### src/rtl/ssd_pkg.sv
// Shared glyph codes, segment patterns and converter state encoding for the SSD scan driver.
package ssd_pkg;

  localparam int unsigned GLYPH_W = 5;
  localparam int unsigned SEG_W   = 7;
  localparam int unsigned IDX_W   = 3;

  localparam logic [GLYPH_W-1:0] GLYPH_BLANK = 5'h10;
  localparam logic [GLYPH_W-1:0] GLYPH_MINUS = 5'h11;

  localparam logic [SEG_W-1:0] SEG_BLANK = 7'b1111111;
  localparam logic [SEG_W-1:0] SEG_MINUS = 7'b1111110;

  localparam logic [1:0] CNV_IDLE   = 2'd0;
  localparam logic [1:0] CNV_SHIFT  = 2'd1;
  localparam logic [1:0] CNV_COMMIT = 2'd2;

  // Active-low {a,b,c,d,e,f,g} pattern for a glyph code.
  function automatic logic [SEG_W-1:0] glyph_to_seg(input logic [GLYPH_W-1:0] g);
    case (g)
      5'h00:   return 7'b0000001;
      5'h01:   return 7'b1001111;
      5'h02:   return 7'b0010010;
      5'h03:   return 7'b0000110;
      5'h04:   return 7'b1001100;
      5'h05:   return 7'b0100100;
      5'h06:   return 7'b0100000;
      5'h07:   return 7'b0001111;
      5'h08:   return 7'b0000000;
      5'h09:   return 7'b0000100;
      5'h0A:   return 7'b0001000;
      5'h0B:   return 7'b1100000;
      5'h0C:   return 7'b0110001;
      5'h0D:   return 7'b1000010;
      5'h0E:   return 7'b0110000;
      5'h0F:   return 7'b0111000;
      5'h11:   return SEG_MINUS;
      default: return SEG_BLANK;
    endcase
  endfunction

  function automatic logic [31:0] pow10(input int unsigned n);
    logic [31:0] r;
    r = 32'd1;
    for (int unsigned i = 0; i < n; i++) r = r * 32'd10;
    return r;
  endfunction

endpackage

### src/rtl/ssd_bin2bcd.sv
// Sequential double-dabble binary-to-decimal converter producing display glyphs
// with leading-zero blanking and overflow (all minus) flagging.
module ssd_bin2bcd
  import ssd_pkg::*;
#(
  parameter int unsigned BIN_W      = 10,
  parameter int unsigned BCD_DIGITS = 2
) (
  input  logic                            clk,
  input  logic                            reset,
  input  logic                            bin_valid,
  input  logic [BIN_W-1:0]                bin_value,
  input  logic [IDX_W-1:0]                bin_base,
  output logic                            bin_ready,
  output logic                            commit_c,
  output logic [IDX_W-1:0]                commit_base,
  output logic [BCD_DIGITS*GLYPH_W-1:0]   commit_glyphs_c
);

  localparam int unsigned BCD_W = 4 * BCD_DIGITS;
  localparam int unsigned CNT_W = $clog2(BIN_W + 1);
  localparam logic [31:0] LIMIT = pow10(BCD_DIGITS);

  logic [1:0]       state_q, state_d;
  logic [BIN_W-1:0] sr_q;
  logic [BCD_W-1:0] bcd_q, bcd_d, adj_c;
  logic [CNT_W-1:0] cnt_q;
  logic             ovf_q;
  logic             all_zero;
  logic [3:0]       digit;

  always_ff @(posedge clk or posedge reset) begin
    if (reset) state_q <= CNV_IDLE;
    else       state_q <= state_d;
  end

  always_comb begin
    state_d  = state_q;
    commit_c = 1'b0;
    case (state_q)
      CNV_IDLE:   if (bin_valid) state_d = CNV_SHIFT;
      CNV_SHIFT:  if (cnt_q == CNT_W'(BIN_W - 1)) state_d = CNV_COMMIT;
      CNV_COMMIT: begin
        commit_c = 1'b1;
        state_d  = CNV_IDLE;
      end
      default:    state_d = CNV_IDLE;
    endcase
  end

  // One double-dabble step: add 3 to every digit >= 5, then shift in the next bit.
  always_comb begin
    adj_c = bcd_q;
    for (int k = 0; k < int'(BCD_DIGITS); k++) begin
      if (adj_c[4*k +: 4] >= 4'd5) adj_c[4*k +: 4] = adj_c[4*k +: 4] + 4'd3;
    end
    bcd_d = {adj_c[BCD_W-2:0], sr_q[BIN_W-1]};
  end

  always_ff @(posedge clk or posedge reset) begin
    if (reset) begin
      sr_q        <= '0;
      bcd_q       <= '0;
      cnt_q       <= '0;
      ovf_q       <= 1'b0;
      commit_base <= '0;
      bin_ready   <= 1'b1;
    end else begin
      bin_ready <= (state_d == CNV_IDLE);
      if (state_q == CNV_IDLE && bin_valid) begin
        sr_q        <= bin_value;
        bcd_q       <= '0;
        cnt_q       <= '0;
        ovf_q       <= (32'(bin_value) >= LIMIT);
        commit_base <= bin_base;
      end else if (state_q == CNV_SHIFT) begin
        sr_q  <= sr_q << 1;
        bcd_q <= bcd_d;
        cnt_q <= cnt_q + CNT_W'(1);
      end
    end
  end

  // Walk from the most significant digit down, blanking zeros until a non-zero digit.
  always_comb begin
    commit_glyphs_c = '0;
    all_zero        = 1'b1;
    digit           = 4'd0;
    for (int k = int'(BCD_DIGITS) - 1; k >= 0; k--) begin
      digit    = bcd_q[4*k +: 4];
      all_zero = all_zero && (digit == 4'd0);
      if (ovf_q)                  commit_glyphs_c[GLYPH_W*k +: GLYPH_W] = GLYPH_MINUS;
      else if (k > 0 && all_zero) commit_glyphs_c[GLYPH_W*k +: GLYPH_W] = GLYPH_BLANK;
      else                        commit_glyphs_c[GLYPH_W*k +: GLYPH_W] = {1'b0, digit};
    end
  end

endmodule

### src/rtl/ssd_scan_driver.sv
// Time-multiplexed seven-segment driver with per-digit glyph/dp registers and PWM dimming.
// Define SSD_BCD_EN to compile in the binary-to-decimal score converter.
module ssd_scan_driver
  import ssd_pkg::*;
#(
  parameter int unsigned NUM_DIGITS = 4,
  parameter int unsigned DIV_W      = 16,
  parameter int unsigned DIM_W      = 4,
  parameter int unsigned BIN_W      = 10,
  parameter int unsigned BCD_DIGITS = 2
) (
  input  logic                  clk,
  input  logic                  reset,
  input  logic                  wr_en,
  input  logic [IDX_W-1:0]      wr_digit,
  input  logic [GLYPH_W-1:0]    wr_glyph,
  input  logic                  wr_dp,
  input  logic [DIM_W-1:0]      brightness,
  input  logic                  bin_valid,
  output logic                  bin_ready,
  input  logic [BIN_W-1:0]      bin_value,
  input  logic [IDX_W-1:0]      bin_base,
  output logic [NUM_DIGITS-1:0] an,
  output logic [SEG_W-1:0]      seg,
  output logic                  dp
);

  logic [DIV_W-1:0]              phase_q;
  logic [IDX_W-1:0]              idx_q;
  logic [GLYPH_W-1:0]            glyph_q [NUM_DIGITS];
  logic [NUM_DIGITS-1:0]         dp_q;
  logic                          commit_c;
  logic [IDX_W-1:0]              commit_base;
  logic [BCD_DIGITS*GLYPH_W-1:0] commit_glyphs_c;
  logic [GLYPH_W-1:0]            cur_glyph;
  logic                          cur_dp;
  logic                          lit;
  logic [NUM_DIGITS-1:0]         an_d;

`ifdef SSD_BCD_EN
  ssd_bin2bcd #(
    .BIN_W      (BIN_W),
    .BCD_DIGITS (BCD_DIGITS)
  ) u_bin2bcd (
    .clk             (clk),
    .reset           (reset),
    .bin_valid       (bin_valid),
    .bin_value       (bin_value),
    .bin_base        (bin_base),
    .bin_ready       (bin_ready),
    .commit_c        (commit_c),
    .commit_base     (commit_base),
    .commit_glyphs_c (commit_glyphs_c)
  );
`else
  logic unused_bcd;
  assign unused_bcd      = ^{bin_valid, bin_value, bin_base};
  assign bin_ready       = 1'b0;
  assign commit_c        = 1'b0;
  assign commit_base     = '0;
  assign commit_glyphs_c = '0;
`endif

  always_ff @(posedge clk or posedge reset) begin
    if (reset) begin
      phase_q <= '0;
      idx_q   <= '0;
    end else begin
      phase_q <= phase_q + DIV_W'(1);
      if (phase_q == '1)
        idx_q <= (idx_q == IDX_W'(NUM_DIGITS - 1)) ? '0 : idx_q + IDX_W'(1);
    end
  end

  // Converter results land first; a same-cycle host write to a digit overrides them.
  always_ff @(posedge clk or posedge reset) begin
    if (reset) begin
      for (int d = 0; d < int'(NUM_DIGITS); d++) glyph_q[d] <= GLYPH_BLANK;
      dp_q <= '0;
    end else begin
      for (int d = 0; d < int'(NUM_DIGITS); d++) begin
        for (int k = 0; k < int'(BCD_DIGITS); k++) begin
          if (commit_c && (4'(commit_base) + 4'(k) == 4'(d)))
            glyph_q[d] <= commit_glyphs_c[GLYPH_W*k +: GLYPH_W];
        end
        if (wr_en && wr_digit == IDX_W'(d)) begin
          glyph_q[d] <= wr_glyph;
          dp_q[d]    <= wr_dp;
        end
      end
    end
  end

  always_comb begin
    cur_glyph = GLYPH_BLANK;
    cur_dp    = 1'b0;
    an_d      = '1;
    lit       = (brightness == '1) || (phase_q[DIV_W-1 -: DIM_W] < brightness);
    for (int d = 0; d < int'(NUM_DIGITS); d++) begin
      if (idx_q == IDX_W'(d)) begin
        cur_glyph = glyph_q[d];
        cur_dp    = dp_q[d];
        an_d[d]   = ~lit;
      end
    end
  end

  always_ff @(posedge clk or posedge reset) begin
    if (reset) begin
      an  <= '1;
      seg <= SEG_BLANK;
      dp  <= 1'b1;
    end else begin
      an  <= an_d;
      seg <= glyph_to_seg(cur_glyph);
      dp  <= ~cur_dp;
    end
  end

endmodule

### config.mk
export PLATFORM = sky130hd
export DESIGN_NAME = ssd_scan_driver
export DESIGN_NICKNAME = d
export VERILOG_FILES = /design/src/rtl/ssd_pkg.sv /design/src/rtl/ssd_bin2bcd.sv /design/src/rtl/ssd_scan_driver.sv
export SDC_FILE = /design/constraint.sdc
export NUM_CORES = 1
export LEC_CHECK = 0
export ABC_AREA = 1
export BUFFER_PORTS_ARGS = -buffer_cell sky130_fd_sc_hd__clkbuf_2
export CAP_MARGIN = 20
export CORE_MARGIN = 2
export CORE_UTILIZATION = 61
export DETAILED_ROUTE_END_ITERATION = 6
export PLACE_DENSITY = 0.85
export SLEW_MARGIN = 20
export SYNTH_ARGS = -nofsm -noshare
export SYNTH_HDL_FRONTEND = slang
export SYNTH_SLANG_ARGS = --single-unit
### constraint.sdc
create_clock -name clk -period 3.8 [get_ports clk]
set_input_delay 0.19 -clock clk [delete_from_list [all_inputs] [get_ports clk]]
set_output_delay 0.19 -clock clk [all_outputs]
set_load 0.005 [all_outputs]
Word level (Yosys, flattened, before mapping)
Memories as Yosys holds them, arrays and structs flattened. A register that Yosys moved wholly into a read port is not among the register bits.
Cells that the tools add are included.
{"block": "totals", "regBits": 48, "rom_bits": 224, "inputBits": 30, "out_inout_bits": 13, "word_cells": 46, "n_memories": 1}
{"block": "classes", "addsub": 2, "order_cmp": 1, "n_eq_ne": 8, "mux": 13, "n_bitwise": 2, "n_reduce_logical": 7}
{"name": "(name not given)", "words": 32, "word_bits": 7, "read_ports": 1, "rd_clocked_by_memory_dff": 1, "wr": 0, "line": "ssd_pkg.sv:20", "source": "case (g)"}
{"op": "5-bit two-way mux", "n": 4}
{"op": "16-bit by 1-bit adder with 16-bit output, second input constant", "n": 1}
{"op": "16-bit equality test, second input constant", "n": 1}
{"op": "3-bit by 2-bit equality test with 1-bit output, second input constant", "n": 4}
{"op": "1-bit two-way mux", "n": 8}
{"op": "3-bit by 1-bit equality test with 1-bit output, second input constant", "n": 2}
{"op": "3-bit zero test", "n": 2}
{"op": "4-bit equality test, second input constant", "n": 1}
{"op": "1-bit logical AND", "n": 4}
{"op": "4-bit less-than comparator", "n": 1}
{"op": "3-bit by 1-bit adder with 3-bit output, second input constant", "n": 1}
{"op": "3-bit two-way mux", "n": 1}
{"op": "1-bit NOT", "n": 2}
{"op": "1-bit logical OR", "n": 1}

Longest topological paths before layout
Gate-level depths: netlist of run 1.
{"block": "logic_depth", "ltp_word": 6, "depth_mapped": 15, "depth_no_buf": 15}

Worst setup path before layout of run 1
Ideal clock, no wire load.
{"block": "synth_timing", "kind": "register -> register", "start": "register idx_q[0]", "end": "register seg[1]", "setup_time_ns": 0.060, "arrival_time_ns": 1.803, "t_required_ns": 3.740, "path_slack_ns": 1.937, "path_stages_with_launch": 16, "path_buffers": 0, "synth_period_minus_slack_ns": 1.863, "cell_sequence": "dfrtp_1 > inv_1 > ha_1 > nand2_2 > nor2_2 > nand2_1 > nand2_1 > nand2_1 > nand2_1 > nand2_1 > inv_1 > ha_1 > nand3_1 > nor2_2 > nor2_1 > nand2_1"}
{"block": "synth_between", "elab_chain_len": 5, "elab_cells_between_ends": 8, "cone_classes": "eq/ne (3); mux (4); reduce/logical (1)"}
{"item": "from (decl)", "line": "ssd_scan_driver.sv:29", "source": "logic [IDX_W-1:0] idx_q;"}
{"item": "from (signal assigned)", "line": "ssd_scan_driver.sv:71", "source": "idx_q <= (idx_q == IDX_W'(NUM_DIGITS - 1)) ? '0 : idx_q + IDX_W'(1);"}
{"item": "3-bit zero test", "line": "ssd_scan_driver.sv:100", "source": "if (idx_q == IDX_W'(d)) begin"}
{"item": "5-bit two-way mux (3 in series)", "line": "ssd_scan_driver.sv:100"}
{"item": "5-bit two-way mux (*)", "line": "ssd_scan_driver.sv:100"}
{"item": "to (decl)", "line": "ssd_scan_driver.sv:24", "source": "output logic [SEG_W-1:0] seg,"}
Every way passes the cells marked *; elsewhere a longest branch is shown, timed or not.
A chain may end at the register's enable or synchronous reset.

Worst setup path in the final report of run 1
Ends and elaborated chain as after synthesis.

==> impl_metrics.toml, run 1 <==
[floorplan]
die_area_mm2 = 0.00528
die_h_um = 72.7
die_w_um = 72.7
start_util = 0.648
io_pins = 43
coreArea_mm2 = 0.00444
num_rows = 24

[clock_network]
ctsHtreeMaxLevel = 2
post_cts_buffers = 0
cts.clk_slew.worst_paths_ps = 90
clk_latency_ps = 300
hold_buffers = 0
clock-sinks = 55
cts_tree = "built"
cts_made_buffers = 5
cts_root_buffer = "clkbuf_8"
post_cts_resized = 0
clock_path_buffers = 2

[pwr]
swShare = 0.279
power_density_mw_per_mm2 = 403
p_comb_frac = 0.189
seqPwrFrac = 0.569
switching_power_uw = 351
clockPowerShare = 0.242
vdd_drop_max_mv = 0.291
internal-power_uw = 907
total_power_uw = 1260
p_leak_uw = 0.00162

[timing]
maxSlewHeadroom = 0.401
maxSlewViolCount = 0
setup_viol = 0
fin_crit_sh = 0.585
rsz0062_at_grt = "false"
finalWorstSetupSlack_ps = 1580
finalHoldViolCount = 0
fmax_mhz = 450
period_minus_slack_ps = 2220
worst_slew_pin_slew_ps = 898
skew_ps = 9.12
setup_tns_ps = 0

[global_routing]
grt-ovfl-total = 0
grt_pass1_vias = 2040
grt_antenna_before_repair = 0
grt_use_total = 0.208
grt_max_degree = 56
grt_pass1_wl_um = 8560

[yosys]
synth_seq_cells = 55
netlist_area_mm2 = 0.00288
synth_ff_type = "dfrtp_1"
yosysSeqAreaShare = 0.485
synth_edf_count = 0
synth_nets = 364
syn_inst = 320
yosys_warnings = 0
async_flop_share = 1.00
ys_types = 37
avgSynthCellArea_um2 = 8.99

[critical_path]
crit_slowest_cell = "dfrtp_1"
crit_top_cell = "nand2_1"
reg2reg_depth = 15
cp_num_buf_inv = 2
critPathMaxStageDelay_ps = 420
worst_setup_path_start_kind = "register"
cp-end-kind = "register"
critPathTopFamily = "simple AND/OR/NAND/NOR gates"
crit_fanout = 6
regToRegSetupSlack_ps = 1580
cp_cell_sequence = "inv_1, ha_1, nand2_2, nor2_2, nand2_1, nand2_1, nand2_1, nand2_1, nand2_1, inv_1, ha_1, nand3_1, nor2_2, nor2_1, nand2_1"
r2r-end = "seg[1]"
cp.required_ps = 4050
worstReg2RegStart = "idx_q[0]"
crit_type = "register to register"
worstPathArrival_ps = 2470

[job]
cap_violations = 0

[placement]
placed_area_mm2 = 0.00304
port_buffers = 27
dpl.hpwl_um = 3540
gp_congestion = 0.807
place_ws_ps = 1620

[finish]
fin_area_mm2 = 0.00312
multi_input_area_mm2 = 0.00127
fin_nets = 391
nFillCells = 376
layout_commonest_cell = "nand2_1"
area_growth_pct = 8.39
seqCellArea_mm2 = 0.00140
drive_above_1_share = 0.233
layout_common_cells = "nand2_1, dfrtp_1, inv_1, clkbuf_2, o21ai_0"
n_antenna_cell = 0

[routing]
drc = 0
first_iter_violations = 108
postRouteAntennaNets = 0
routed_wl_um = 4770
wire_per_inst_um = 11.9
drt-pass1-iter-count = 4
routed_via_density = 5.17
vias = 2066

[run_status]
status = "finished clean"

[hold_path]
hold_path.class = "input port to async pin"
==> per-stage QoR <==
step	util	cells	hold WS (ps)
final	0.702	400	21.3
after global routing	0.702	400	101
after CTS	0.702	400	168
after detailed placement	0.683	392	426
after global placement	0.683	392	423
after floorplan	-	320	346
==> cells by family after synthesis <==
family          Yosys count  share of synthesized area
fa+ha+maj                14                     0.0609
other cells               1                    0.00130
simple gates            148                      0.263
flops                    55                      0.485
compound gates           38                     0.0743
buf+inv                  50                     0.0730
xor+xnor                 14                     0.0426
==> synth_stat cells, types with 3 or more instances <==
library cell  count  share of area
xnor2_1           4          0.012
nor2_4            3          0.012
xor2_1           10          0.030
a21oi_1           3         0.0052
clkbuf_1          4         0.0052
ha_1             14          0.061
inv_4             3         0.0065
o21ai_0          25          0.043
nand2_4           4          0.016
or2_1             3         0.0065
nand3_2           3          0.010
nor2_2            3         0.0065
inv_2             3         0.0039
nand3_1          23          0.040
dfstp_2          16           0.15
nand2_2           5          0.011
dfrtp_1          39           0.34
inv_1            37          0.048
o211ai_1          3         0.0078
nor2_1           10          0.013
nand2_1          84           0.11
==> final cells by class <==
| class | count | area share |
|---|---|---|
| clock buffers | 7 | 0.0245 |
| multi-input cells | 215 | 0.408 |
| well taps | 52 | 0.0209 |
| flip-flops and latches | 55 | 0.448 |
| repair buffers | 27 | 0.0433 |
| clock inverters | 1 | 0.00160 |
| inverters | 43 | 0.0546 |
==> per-layer routing <==
layer / vias to the layer above / global-route usage / routed length [µm]
met5: - / 0 / 0
met3: 8 / 0.0414 / 170
met2: 39 / 0.363 / 2300
met1: 958 / 0.259 / 2210
li1: 1061 / - / -
met4: 0 / 0.0700 / 85
==> sequential cells by signal, indices dropped and copies added (netlist names) <==
name / count
dp_q: 4
seg: 7
dp: 1
an: 4
phase_q: 16
idx_q: 3
glyph_q: 20
==> power groups by stage <==
stage                     clock, µW  sequential (µW)  combinational, µW
after floorplan                   0              724                168
after global placement            0              723                232
after detailed placement          0              727                239
after CTS                       312              716                240
after global routing            332              724                278
final                           304              716                238
==> worst max-delay path by stage <==
stage	startpoint	slack, ps	end	depth (start not counted)
floorplan	idx_q[0]	1940	seg[1]	15
global placement	idx_q[0]	1660	seg[1]	15
detailed placement	idx_q[0]	1620	seg[1]	15
CTS	idx_q[0]	1590	seg[1]	15
global route	idx_q[0]	1350	seg[6]	15
finish	idx_q[0]	1580	seg[1]	15
(Power assumes the default switching activity.)
==> inputs of run 2 (changes only) <==
Settings changed: CORE_UTILIZATION 61 to 51, PLACE_DENSITY 0.85 to 0.75.
Clock period 3.8 ns to 1.9 ns, I/O delays scaled along.
==> run 2 against run 1 <==
  * The run now ends with negative setup slack left
  * Sequential power is 100% higher
  * Clock power rose by 130%
  * Final cell count up 13%
  * Register-to-register slack got worse by 1600 ps
  * Cell area increased by 18%
  * Via count rose by 12%
  * Critical endpoint is now seg[0]
  * Largest power group unchanged
==> impl_metrics.toml, run 2 (same netlist as run 1, synthesis figures left out) <==
[timing]
finalWorstSetupSlack_ps = -44.6
worst_slew_pin_slew_ps = 661
period_minus_slack_ps = 1940
skew_ps = 13.0
finalHoldViolCount = 0
maxSlewViolCount = 0
setup_viol = 6
maxSlewHeadroom = 0.554
finalHoldWorstSlack_ps = 31.8
fmax_mhz = 514
rsz0062_at_grt = "true"
fin_crit_sh = 1.02

[critical_path]
worstPathArrival_ps = 2200
worstReg2RegStart = "idx_q[0]"
cp-end-kind = "register"
crit_type = "register to register"
worst_setup_path_start_kind = "register"
regToRegSetupSlack_ps = -40
cp.required_ps = 2150
r2r-end = "seg[0]"
cp-startpoint = "idx_q[0]"
reg2reg_depth = 15
crit_fanout = 4

[floorplan]
die_area_mm2 = 0.00626
die_w_um = 79.1
start_util = 0.526
coreArea_mm2 = 0.00547
die_h_um = 79.1
io_pins = 43
num_rows = 27

[global_routing]
grt_antenna_before_repair = 0
grt_use_total = 0.190
grt_pass1_wl_um = 9360
grt-ovfl-total = 0
grt_pass1_vias = 2122
grt_max_degree = 30

[run_status]
violations = "negative setup slack"
status = "complete, but fails checks"

[placement]
placed_area_mm2 = 0.00319
port_buffers = 27
dpl.hpwl_um = 3810
gp_congestion = 0.868

[pwr]
power_density_mw_per_mm2 = 776
vdd_drop_max_mv = 0.398
p_leak_uw = 0.00181
clockPowerShare = 0.242
seqPwrFrac = 0.502
swShare = 0.307
switching_power_uw = 877
internal-power_uw = 1980
p_comb_frac = 0.256

[finish]
drive_above_1_share = 0.387
nFillCells = 418
multi_input_area_mm2 = 0.00150
seqCellArea_mm2 = 0.00140
area_growth_pct = 28.1
n_antenna_cell = 0
layout_common_cells = "nand2_1, dfrtp_1, inv_1, clkbuf_2, o21ai_0"
fin_area_mm2 = 0.00369
largestRegisters = "glyph_q x20, phase_q x16, seg x7"
top_register = "glyph_q"
largest_reg_flops = 20
layout_commonest_cell = "nand2_1"
fin_nets = 423

[clock_network]
cts_made_buffers = 5
clock-sinks = 55
ctsHtreeMaxLevel = 2
clk_latency_ps = 310
cts.clk_slew.worst_paths_ps = 100
clock_path_buffers = 2
cts_tree = "built"
cts_root_buffer = "clkbuf_8"

[routing]
routed_via_density = 5.11
drc = 0
vias = 2309
first_iter_violations = 154
wire_per_inst_um = 13.8
drt-pass1-iter-count = 4
postRouteAntennaNets = 0
routed_wl_um = 6240

[hold_path]
min_path_cells = 3
hold_path.class = "input port to register"
hold_path_startpoint = "wr_glyph[4]"
whs_endpoint = "glyph_q[4]"

[job]
cap_violations = 0
-- run 2: cell type report --
class                   instances  share of cell area
repair buffers                 58               0.114
flip-flops and latches         55               0.379
inverters                      43              0.0479
clock buffers                   6              0.0224
clock inverters                 2             0.00441
multi-input cells             216               0.408
well taps                      72              0.0244
-- run 2: worst max-delay path by stage --
stage / end
6_report: seg[0]
4_1_cts: seg[3]
5_1_grt: seg[0]
2_1_floorplan: seg[1]
3_3_place_gp: seg[3]
3_5_place_dp: seg[3]
-- run 2: per-layer routing --
layer | track usage | share of wire
met5 | 0 | 0
met4 | 0.0552 | 0.011
met3 | 0.0409 | 0.047
met2 | 0.313 | 0.51
met1 | 0.253 | 0.43
-- run 2: worst max-delay path, stage by stage (launching register included) --
cell,delay [ps]
dfrtp_1,420
buf_6,140
ha_4,170
buf_12,120
nor2_4,90
nand2_1,60
nand2_1,50
nand2_1,50
nand2_2,80
nand2_4,100
buf_6,150
ha_4,170
nand3_4,90
a21oi_2,60
nand2_1,80
nand2_1,50
-- run 2: timing repair --
action,CTS,global route
gates cloned,0,1
hold endpoints to repair,16,0
buffers inserted,6,8
pin swaps,6,23
resized for setup,18,42
endpoints found under the setup margin,7,7
hold buffers,1,0
-- run 2: power by group through the flow --
stage | registers, µW | logic [µW] | clock network (µW)
floorplan | 1450 | 335 | 0
global placement | 1450 | 500 | 0
detailed placement | 1460 | 515 | 0
CTS | 1430 | 564 | 712
global route | 1450 | 807 | 765
finish | 1440 | 732 | 693
-- run 2: stage by stage --
| stage | TNS [ps] | worst slack (ps) | std cells | util | power, µW |
|---|---|---|---|---|---|
| floorplan | 0 | 37.2 | 320 | - | 1780 |
| detailed placement | -906 | -159 | 428 | 0.584 | 1970 |
| global placement | -656 | -123 | 428 | 0.584 | 1950 |
| CTS | 0 | 7.80 | 443 | 0.627 | 2710 |
| global route | -776 | -145 | 452 | 0.674 | 3020 |
| finish | -196 | -44.6 | 452 | 0.674 | 2860 |
